--- src/rtl/fwd_hazard_scoreboard_if.sv ---
// Bundle between the ID/EXE pipeline and the forwarding/hazard unit.
// Latency: n/a (wires only).
// Backpressure: none; the issuer watches lop_full before issuing.
interface fwd_hazard_scoreboard_if #(
    parameter int NUM_SRC = 2,
    parameter int NUM_STG = 2,
    parameter int DEPTH   = 4,
    parameter int LATW    = 4,
    parameter int SELW    = $clog2(NUM_STG + 1)
);
    logic                      flush;
    logic [NUM_SRC*5-1:0]      src_addr;
    logic [NUM_SRC*2-1:0]      src_type;
    logic [NUM_STG-1:0]        stg_wr;
    logic [NUM_STG*5-1:0]      stg_dst;
    logic [NUM_STG*2-1:0]      stg_type;
    logic [NUM_STG-1:0]        stg_ready;
    logic                      lop_issue;
    logic [4:0]                lop_dst;
    logic [1:0]                lop_type;
    logic [LATW-1:0]           lop_lat;
    logic [NUM_SRC*SELW-1:0]   fwd_sel;
    logic                      stall_req;
    logic                      lop_full;
    logic [DEPTH-1:0]          lop_retire_vec;

    modport master (
        output flush, src_addr, src_type, stg_wr, stg_dst, stg_type, stg_ready,
               lop_issue, lop_dst, lop_type, lop_lat,
        input  fwd_sel, stall_req, lop_full, lop_retire_vec
    );

    modport slave (
        input  flush, src_addr, src_type, stg_wr, stg_dst, stg_type, stg_ready,
               lop_issue, lop_dst, lop_type, lop_lat,
        output fwd_sel, stall_req, lop_full, lop_retire_vec
    );
endinterface

--- src/rtl/fwd_hazard_scoreboard.sv ---
// EXE-stage bypass select per operand plus a scoreboard of in-flight long-latency writes.
// Latency: forward select, stall and retire flags are combinational; scoreboard updates next edge.
// Backpressure: stall_req holds IF/ID/EXE; issues while lop_full are dropped.
module fwd_hazard_scoreboard #(
    parameter int NUM_SRC = 2,
    parameter int NUM_STG = 2,
    parameter int DEPTH   = 4,
    parameter int LATW    = 4,
    parameter int SELW    = $clog2(NUM_STG + 1)
) (
    input logic                   clk,
    input logic                   resetn,
    fwd_hazard_scoreboard_if.slave bus
);
    localparam logic [1:0] TYPE_GPR = 2'd0;
    localparam int IDXW = (DEPTH > 1) ? $clog2(DEPTH) : 1;

    logic [DEPTH-1:0] entValid;
    logic [4:0]       entDst  [DEPTH];
    logic [1:0]       entType [DEPTH];
    logic [LATW-1:0]  entCnt  [DEPTH];

    logic [DEPTH-1:0] retireVec;
    logic [IDXW-1:0]  freeIdx;
    logic             freeFound;
    logic             lopFull;
    logic             allocEn;
    logic [LATW-1:0]  issueCnt;

    logic [NUM_SRC*SELW-1:0] fwdSel;
    logic                    stallReq;
    logic [4:0]              curAddr;
    logic [1:0]              curType;
    logic                    curIsR0;
    logic                    found;

    // Retire flags, lowest free slot and the allocation decision for this cycle.
    always_comb begin
        retireVec = '0;
        freeIdx   = '0;
        freeFound = 1'b0;
        for (int k = 0; k < DEPTH; k++) begin
            retireVec[k] = entValid[k] && (entCnt[k] == LATW'(1));
            if (!entValid[k] && !freeFound) begin
                freeFound = 1'b1;
                freeIdx   = IDXW'(k);
            end
        end
        lopFull  = &entValid;
        // GPR r0 never holds a value worth waiting for, so it is not tracked.
        allocEn  = bus.lop_issue && !lopFull && !bus.flush &&
                   !((bus.lop_type == TYPE_GPR) && (bus.lop_dst == 5'd0));
        issueCnt = (bus.lop_lat == '0) ? LATW'(1) : bus.lop_lat;
    end

    // Per operand: nearest matching stage wins; not-ready winner or scoreboard hit stalls.
    always_comb begin
        fwdSel   = '0;
        stallReq = 1'b0;
        curAddr  = '0;
        curType  = '0;
        curIsR0  = 1'b0;
        found    = 1'b0;
        for (int j = 0; j < NUM_SRC; j++) begin
            curAddr = bus.src_addr[j*5 +: 5];
            curType = bus.src_type[j*2 +: 2];
            curIsR0 = (curType == TYPE_GPR) && (curAddr == 5'd0);
            found   = 1'b0;
            for (int i = 0; i < NUM_STG; i++) begin
                if (!found && !curIsR0 && bus.stg_wr[i] &&
                    (bus.stg_type[i*2 +: 2] == curType) &&
                    (bus.stg_dst[i*5 +: 5] == curAddr)) begin
                    found = 1'b1;
                    fwdSel[j*SELW +: SELW] = SELW'(i + 1);
                    if (!bus.stg_ready[i]) begin
                        stallReq = 1'b1;
                    end
                end
            end
            for (int k = 0; k < DEPTH; k++) begin
                if (entValid[k] && !curIsR0 &&
                    (entType[k] == curType) && (entDst[k] == curAddr)) begin
                    stallReq = 1'b1;
                end
            end
        end
    end

    // Scoreboard state: allocate into the lowest free slot, count down, clear on retire or flush.
    always_ff @(posedge clk or negedge resetn) begin
        if (!resetn) begin
            entValid <= '0;
            for (int k = 0; k < DEPTH; k++) begin
                entDst[k]  <= '0;
                entType[k] <= '0;
                entCnt[k]  <= '0;
            end
        end else if (bus.flush) begin
            entValid <= '0;
        end else begin
            for (int k = 0; k < DEPTH; k++) begin
                if (allocEn && (freeIdx == IDXW'(k))) begin
                    entValid[k] <= 1'b1;
                    entDst[k]   <= bus.lop_dst;
                    entType[k]  <= bus.lop_type;
                    entCnt[k]   <= issueCnt;
                end else if (entValid[k]) begin
                    entCnt[k] <= entCnt[k] - LATW'(1);
                    if (entCnt[k] == LATW'(1)) begin
                        entValid[k] <= 1'b0;
                    end
                end
            end
        end
    end

    assign bus.fwd_sel        = fwdSel;
    assign bus.stall_req      = stallReq;
    assign bus.lop_full       = lopFull;
    assign bus.lop_retire_vec = retireVec;
endmodule

--- src/flat_wrapper.sv ---
// flat-port wrapper written by rule: the top's interface ports become plain ports
module fwd_hazard_scoreboard_flat 
#(
    parameter int NUM_SRC = 2,
    parameter int NUM_STG = 2,
    parameter int DEPTH   = 4,
    parameter int LATW    = 4,
    parameter int SELW    = $clog2(NUM_STG + 1)
)
  (clk, resetn, bus_flush, bus_src_addr, bus_src_type, bus_stg_wr, bus_stg_dst, bus_stg_type, bus_stg_ready, bus_lop_issue, bus_lop_dst, bus_lop_type, bus_lop_lat, bus_fwd_sel, bus_stall_req, bus_lop_full, bus_lop_retire_vec);
  fwd_hazard_scoreboard_if #(.NUM_SRC(NUM_SRC), .NUM_STG(NUM_STG), .DEPTH(DEPTH), .LATW(LATW), .SELW(SELW)) bus_i ();
  input logic clk;
  input logic resetn;
  input wire logic [$bits(bus_i.flush)-1:0] bus_flush;
  input wire logic [$bits(bus_i.src_addr)-1:0] bus_src_addr;
  input wire logic [$bits(bus_i.src_type)-1:0] bus_src_type;
  input wire logic [$bits(bus_i.stg_wr)-1:0] bus_stg_wr;
  input wire logic [$bits(bus_i.stg_dst)-1:0] bus_stg_dst;
  input wire logic [$bits(bus_i.stg_type)-1:0] bus_stg_type;
  input wire logic [$bits(bus_i.stg_ready)-1:0] bus_stg_ready;
  input wire logic [$bits(bus_i.lop_issue)-1:0] bus_lop_issue;
  input wire logic [$bits(bus_i.lop_dst)-1:0] bus_lop_dst;
  input wire logic [$bits(bus_i.lop_type)-1:0] bus_lop_type;
  input wire logic [$bits(bus_i.lop_lat)-1:0] bus_lop_lat;
  output wire logic [$bits(bus_i.fwd_sel)-1:0] bus_fwd_sel;
  output wire logic [$bits(bus_i.stall_req)-1:0] bus_stall_req;
  output wire logic [$bits(bus_i.lop_full)-1:0] bus_lop_full;
  output wire logic [$bits(bus_i.lop_retire_vec)-1:0] bus_lop_retire_vec;
  assign bus_i.flush = bus_flush;
  assign bus_i.src_addr = bus_src_addr;
  assign bus_i.src_type = bus_src_type;
  assign bus_i.stg_wr = bus_stg_wr;
  assign bus_i.stg_dst = bus_stg_dst;
  assign bus_i.stg_type = bus_stg_type;
  assign bus_i.stg_ready = bus_stg_ready;
  assign bus_i.lop_issue = bus_lop_issue;
  assign bus_i.lop_dst = bus_lop_dst;
  assign bus_i.lop_type = bus_lop_type;
  assign bus_i.lop_lat = bus_lop_lat;
  assign bus_fwd_sel = bus_i.fwd_sel;
  assign bus_stall_req = bus_i.stall_req;
  assign bus_lop_full = bus_i.lop_full;
  assign bus_lop_retire_vec = bus_i.lop_retire_vec;
  fwd_hazard_scoreboard #(.NUM_SRC(NUM_SRC), .NUM_STG(NUM_STG), .DEPTH(DEPTH), .LATW(LATW), .SELW(SELW)) u_core (.clk(clk), .resetn(resetn), .bus(bus_i));
endmodule
--- config.mk ---
export PLATFORM = sky130hd
export DESIGN_NAME = fwd_hazard_scoreboard_flat
export DESIGN_NICKNAME = d
export VERILOG_FILES = /design/src/rtl/fwd_hazard_scoreboard_if.sv /design/src/rtl/fwd_hazard_scoreboard.sv /design/src/flat_wrapper.sv
export SDC_FILE = /design/constraint.sdc
export NUM_CORES = 1
export LEC_CHECK = 0
export BUFFER_PORTS_ARGS = -buffer_cell sky130_fd_sc_hd__buf_2
export CORE_MARGIN = 5
export CORE_UTILIZATION = 57
export DETAILED_ROUTE_END_ITERATION = 16
export GPL_TIMING_DRIVEN = 0
export PLACE_DENSITY = 0.83
export SLEW_MARGIN = 40
export SYNTH_ARGS = -nofsm -noshare
export SYNTH_HDL_FRONTEND = slang
export SYNTH_SLANG_ARGS = --single-unit
--- constraint.sdc ---
create_clock -name clk -period 6 [get_ports clk]
set_input_delay 0 -clock clk [delete_from_list [all_inputs] [get_ports clk]]
set_output_delay 0 -clock clk [all_outputs]
set_load 0.01 [all_outputs]
After elaboration in Yosys (flattened, before gate mapping)
Index checks and enable logic that the tools add are counted.
{ "totals": {"ff_bits": 48, "input_bits": 47, "out_inout_bits": 10, "wordCells": 187} }
{ "op_classes": {"eq_ne": 31, "add_sub_neg": 4, "n_reduce_logical": 88, "n_bitwise": 1, "muxes": 50} }
{ "op_table": {"columns": ["operator", "n"], "rows": [
  ["$eq A5 B5 Y1", 12],
  ["$logic_and A1 B1 Y1", 55],
  ["$mux W4", 10],
  ["$mux W1", 36],
  ["$eq A2 B2 Y1", 12],
  ["$eq A4 B1 Y1 const B", 4],
  ["$reduce_and A2 Y1", 8],
  ["$sub A4 B1 Y4 const B", 4],
  ["$logic_not A5 Y1", 3],
  ["$logic_not A1 Y1", 12],
  ["$logic_not A2 Y1", 4],
  ["$mux W2", 4],
  ["$reduce_bool A2 Y1", 4],
  ["$eq A2 B2 Y1 const B", 2],
  ["$logic_not A4 Y1", 1],
  ["$reduce_and A4 Y1", 1],
  ["$eq A2 B1 Y1 const B", 1],
  ["$not A1 Y1", 1]
]} }

Longest topological paths before layout
{ "depth": {"ltp_word": 25, "ltp_mapped": 8, "ltp_nobuf": 6} }

Worst setup path before layout
No wires, ideal clock.
{ "synth_path": {"kind": "register -> register", "start": "register u_core.entValid[2]", "end": "register u_core.entDst[0] (netlist bit)", "stages_incl_launch_ff": 7, "setup_ps": 125, "setup_slack_ps": 3942, "n_path_buf": 2, "required_time_ps": 5875, "period_less_slack_ps": 2058, "arrival_time_ps": 1933, "cell_sequence": "dfrtp_1 buf_2 and4_4 a2111o_1 or4_4 buf_6 mux2_4"} }
{ "synth_between": {"word_cells_on_any_way": 15, "cone_classes": "eq/ne: 1; mux: 3; reduce/logical: 11"} }
{ "synth_rtl": {"columns": ["element", "line", "source"], "rows": [
  ["start: declaration", "fwd_hazard_scoreboard.sv:18", "logic [DEPTH-1:0] entValid;"],
  ["start signal: assignment", "fwd_hazard_scoreboard.sv:92", "entValid <= '0;"],
  ["start signal: assignment", "fwd_hazard_scoreboard.sv:99", "entValid <= '0;"],
  ["start signal: indexed assignment", "fwd_hazard_scoreboard.sv:103", "entValid[k] <= 1'b1;"],
  ["$reduce_and A4 Y1", "fwd_hazard_scoreboard.sv:49", "lopFull = &entValid;"],
  ["via bus_lop_full", "flat_wrapper.sv:27", "output wire logic [$bits(bus_i.lop_full)-1:0] bus_lop_full;"],
  ["$logic_not A1 Y1", "fwd_hazard_scoreboard.sv:51", "allocEn = bus.lop_issue && !lopFull && !bus.flush &&"],
  ["$logic_and A1 B1 Y1 (3 in a row)", "fwd_hazard_scoreboard.sv:51", null],
  ["$logic_and A1 B1 Y1", "fwd_hazard_scoreboard.sv:102", "if (allocEn && (freeIdx == IDXW'(k))) begin"],
  ["$reduce_and A2 Y1 (no source line)", null, null],
  ["end signal: indexed assignment", "fwd_hazard_scoreboard.sv:104", "entDst[k] <= bus.lop_dst;"],
  ["end: declaration", "fwd_hazard_scoreboard.sv:19", "logic [4:0] entDst [DEPTH];"]
]} }
The timed path passes the listed nets, and every way through them passes these cells.
A chain may end at the register's enable or synchronous reset.

Worst setup path after layout
{ "layout_path": {"start": "register u_core.entValid[3]", "end": "register u_core.entDst[13] (netlist bit)"} }
{ "layout_between": {"elab_chain_len": 7, "word_cells_on_any_way": 11, "cone_classes": "eq/ne: 1; mux: 1; reduce/logical: 9"} }
{ "layout_lines": {"columns": ["element", "line"], "rows": [
  ["$reduce_and A4 Y1", "fwd_hazard_scoreboard.sv:49"],
  ["$logic_not A1 Y1", "fwd_hazard_scoreboard.sv:51"],
  ["$logic_and A1 B1 Y1 (3 in a row)", "fwd_hazard_scoreboard.sv:51"],
  ["$logic_and A1 B1 Y1 (*)", "fwd_hazard_scoreboard.sv:102"],
  ["$reduce_and A2 Y1 (no source line) (*)", null]
]} }
Mark *: on every way between the ends. The rest lies on a longest branch, timed or not.

==> run summary <==
RUN STATUS
--------------------------------------------------------------------------------
Result of the run ................................................. finished clean

POWER
--------------------------------------------------------------------------------
Total power density per cell area ................................. 230.5 nW/um2
Overall power .....................................................    0.9091 mW
IR drop worst, VDD ................................................  0.0001546 V
Leak ..............................................................     1.742 nW

CLOCK NETWORK
--------------------------------------------------------------------------------
TritonCTS sink count ..............................................           48
Post CTS Setup Buffer Count .......................................            0
Clock latency at the later pin of the worst-skew pair .............      0.31 ns
Max Root-Sink Buffers .............................................            2
Clk pin slew, worst setup/hold paths ..............................      0.09 ns
CTS root buffer ...................................................     clkbuf_8
Cts bufs inserted .................................................            5
Clock tree from TritonCTS .........................................        built
H-Tree Level Count ................................................            2

GRT
--------------------------------------------------------------------------------
Global router's overall resource usage ............................       23.92%
GRT met3 Usage ....................................................       3.538%
Overall overflow remaining after global route .....................            0
Met1 global-route usage ...........................................       30.04%
Wire length of the first global-routing pass ......................     14.38 mm
Via count of the first global-routing pass ........................         2984
Most Used Layer, Global Route .....................................         met2
Largest net degree at the start of global routing .................           49
Number of antenna violations at the first check in global routing .            0
Met2 track demand over resource ...................................       41.06%

FINAL LAYOUT
--------------------------------------------------------------------------------
Fraction of layout cells with a size suffix above 1 ...............       28.01%
Post-synthesis to final-layout area growth ........................       13.02%
Count of filler cells inserted in the layout ......................          472
Final design instance area without fill ...........................     3944 um2
# diodes ..........................................................            0
Fin nets ..........................................................          461

LOGIC SYNTHESIS
--------------------------------------------------------------------------------
Most instantiated flip-flop cell in the synthesis netlist .........      dfrtp_1
Syn_nets ..........................................................          407
Count of state elements after synthesis ...........................           48
Yosys cell types ..................................................           43
Syn_area_per_cell .................................................    9.914 um2
Synth warnings ....................................................            0
Fraction of the yosys area taken by sequential cells ..............       34.42%
Netlist area before placement .....................................     3490 um2
Mapped Cells ......................................................          352
Count of flip-flops with a built-in enable after synthesis ........            0
Async SR Flop Fraction ............................................       100.0%

STA
--------------------------------------------------------------------------------
Total setup violations reported at the end of the flow ............            0
Sum of negative setup slack .......................................         0 ns
Normalized max-slew margin ........................................       59.51%
Share of the clock period used by the worst path after layout .....       37.98%
Transition time at the pin with the least slew margin .............    0.6074 ns
Shortest clock period the worst path allows after layout ..........     2.279 ns
Worst hold-check slack ............................................  0.009568 ns
Final Hold Viols ..................................................            0
Achievable frequency ..............................................    438.8 MHz
Unrepaired setup endpoints after global routing ...................        false
Pins over their slew limit ........................................            0
Setup skew after layout ...........................................  0.006667 ns

ROUTE
--------------------------------------------------------------------------------
Wire length reported by the detailed router .......................     8.716 mm
DR pass1 iterations ...............................................            4
Detailed-route vias per instance ..................................        5.869
Remaining routing DRC violations ..................................            0
DR vias ...........................................................         2829
Number of nets still failing antenna checks after routing .........            0
Routed length per instance ........................................     18.08 um
First-iteration detailed-routing DRC count ........................          131

WORST SETUP PATH
--------------------------------------------------------------------------------
Cells on worst reg2reg path .......................................            6
Worst endpoint data arrival time ..................................      2.48 ns
Start of the worst register-to-register path ...................... u_core.entValid[3]$_DFF_PN0_
Capture point of the worst reg-to-reg path ........................ u_core.entDst[13]$_DFFE_PN0P_
Data required, critical path ......................................      6.20 ns
Worst setup SP type ...............................................    flip-flop
Worst Path Max Fanout .............................................           10
Worst setup path start ............................................ u_core.entValid[3]$_DFF_PN0_
R2r setup slk .....................................................      3.72 ns
Classification of the worst setup path ............................   reg -> reg
Capturing element type of the critical path .......................    flip-flop

FLOORPLAN
--------------------------------------------------------------------------------
Area of the die ...................................................     7787 um2
Overall die height ................................................     88.25 um
Width of the die ..................................................     88.25 um
Standard cell core area ...........................................     5921 um2
Number of ports placed on the die boundary ........................           57
Rows ..............................................................           28
Effective utilization at floorplan ................................       58.94%

WORST HOLD PATH
--------------------------------------------------------------------------------
WHS Path Cells ....................................................            2
Start point of the worst min-delay path ........................... bus_lop_dst[0]
Path category of the worst min-delay check ........................    in -> reg
Worst-case hold path end point .................................... u_core.entDst[0]$_DFFE_PN0P_

PLACED DESIGN
--------------------------------------------------------------------------------
Post-placement cell area ..........................................     3796 um2
Quantity of I/O buffers inserted on ports .........................           42
DPL Wire Length ...................................................     6.508 mm
Final RePlAce weighted congestion .................................       0.8933

JOB
--------------------------------------------------------------------------------
Max-cap violation count ...........................................            0

[where the power goes]
group	internal [mW]	switching, mW	total (mW)
logic	0.130	0.125	0.256
registers	0.383	0.0620	0.445
clock network	0.0934	0.115	0.208
[how the worst max path moves through the flow]
| stage | slack, ns | end |
|---|---|---|
| 5_1_grt | 3.57 | u_core.entType[3]$_DFFE_PN0P_ |
| 3_5_place_dp | 3.75 | u_core.entDst[13]$_DFFE_PN0P_ |
| 4_1_cts | 3.73 | u_core.entDst[13]$_DFFE_PN0P_ |
| 2_1_floorplan | 3.94 | u_core.entDst[0]$_DFFE_PN0P_ |
| 6_report | 3.72 | u_core.entDst[13]$_DFFE_PN0P_ |
| 3_3_place_gp | 3.78 | u_core.entDst[12]$_DFFE_PN0P_ |
[synth_stat cells, types with 2 or more instances]
cell type / number / share of area [%]
a21o_1: 3 / 0.65
a21oi_1: 17 / 2.4
a22oi_1: 3 / 0.65
a2bb2oi_1: 2 / 0.50
a31oi_1: 3 / 0.54
a32oi_1: 3 / 0.75
buf_2: 16 / 2.3
buf_4: 2 / 0.43
buf_6: 3 / 0.97
clkbuf_1: 3 / 0.32
dfrtp_1: 48 / 34
ha_1: 8 / 2.9
inv_1: 16 / 1.7
mux2_2: 21 / 6.8
mux2_4: 7 / 3.0
nand2_1: 18 / 1.9
nand4_1: 13 / 2.3
nor2_1: 22 / 2.4
nor3_1: 5 / 0.72
nor3_2: 4 / 1.1
nor4_1: 12 / 2.2
nor4_2: 2 / 0.72
nor4_4: 2 / 1.2
o21ai_0: 3 / 0.43
o21bai_1: 3 / 0.65
o22a_1: 11 / 2.8
o22ai_1: 2 / 0.36
or4_4: 3 / 0.97
xnor2_1: 43 / 11
xor2_1: 41 / 10
[layout by cell type, fill, tap and decap left out, drive strengths merged, types with 5 or more instances in the layout]
| cell | netlist | final |
|---|---|---|
| mux2 | 28 | 28 |
| dfrtp | 48 | 48 |
| xnor2 | 43 | 43 |
| nand2 | 18 | 18 |
| nor3 | 9 | 9 |
| inv | 16 | 16 |
| xor2 | 41 | 41 |
| nor2 | 22 | 22 |
| ha | 8 | 8 |
| buf | 22 | 64 |
| nand4 | 13 | 13 |
| a21oi | 18 | 18 |
| clkbuf | 3 | 9 |
| o22a | 11 | 11 |
| dlygate4sd3 | 0 | 5 |
| nor4 | 16 | 16 |
[state kept, by name, indices dropped and copies added (netlist names)]
register / flops
u_core.entValid: 4
u_core.entType: 8
u_core.entCnt: 16
u_core.entDst: 20
[logic make-up after synthesis]
| logic type | after synthesis | synth area share [%] |
|---|---|---|
| AND/OR/NAND/NOR | 89 | 15.20 |
| XOR/XNOR | 84 | 21.08 |
| buffers and inverters | 41 | 5.844 |
| adder cells (fa/ha/maj) | 8 | 2.869 |
| flip-flops | 48 | 34.42 |
| multiplexers | 28 | 9.789 |
| AO/OA/AOI/OAI | 54 | 10.79 |
[metrics by stage]
| stage | utilization [%] | instances | setup WS, ns |
|---|---|---|---|
| 2_1_floorplan | - | 352 | 3.942 |
| 3_3_place_gp | 64.07 | 469 | 3.780 |
| 3_5_place_dp | 64.12 | 469 | 3.746 |
| 4_1_cts | 66.61 | 482 | 3.725 |
| 5_1_grt | 66.61 | 482 | 3.565 |
| 6_report | 66.61 | 482 | 3.721 |
[final cells by class]
class	instances	area (um2)	area share, %
Multi-Input combinational cell	263	2085	52.86
Sequential cell	48	1201	30.46
Timing Repair Buffer	47	262.8	6.662
Buffer	25	143.9	3.648
Tap cell	75	93.84	2.379
Clock buffer	6	82.58	2.094
Inverter	16	60.06	1.523
Clock inverter	2	15.01	0.3807
[routing by layer]
layer  wire (um)  up-vias
met5           0        -
met4         206        0
met3         596       21
met2        4158      103
met1        3755     1378
li1            -     1327
[critical path: stages (launching register included)]
cell and delay, ns:
dfrtp_1 0.37, buf_2 0.18, and4_4 0.20, a2111o_1 0.38
nor3_2 0.33, buf_2 0.34, mux2_2 0.37
[what timing repair did]
item                                   CTS  global route
endpoints found under the hold margin   60             0
gates resized for setup                  0             0
hold buffers                             5             0
setup endpoints to repair                0             0
No activity file was read; power rests on OpenSTA's default activity.
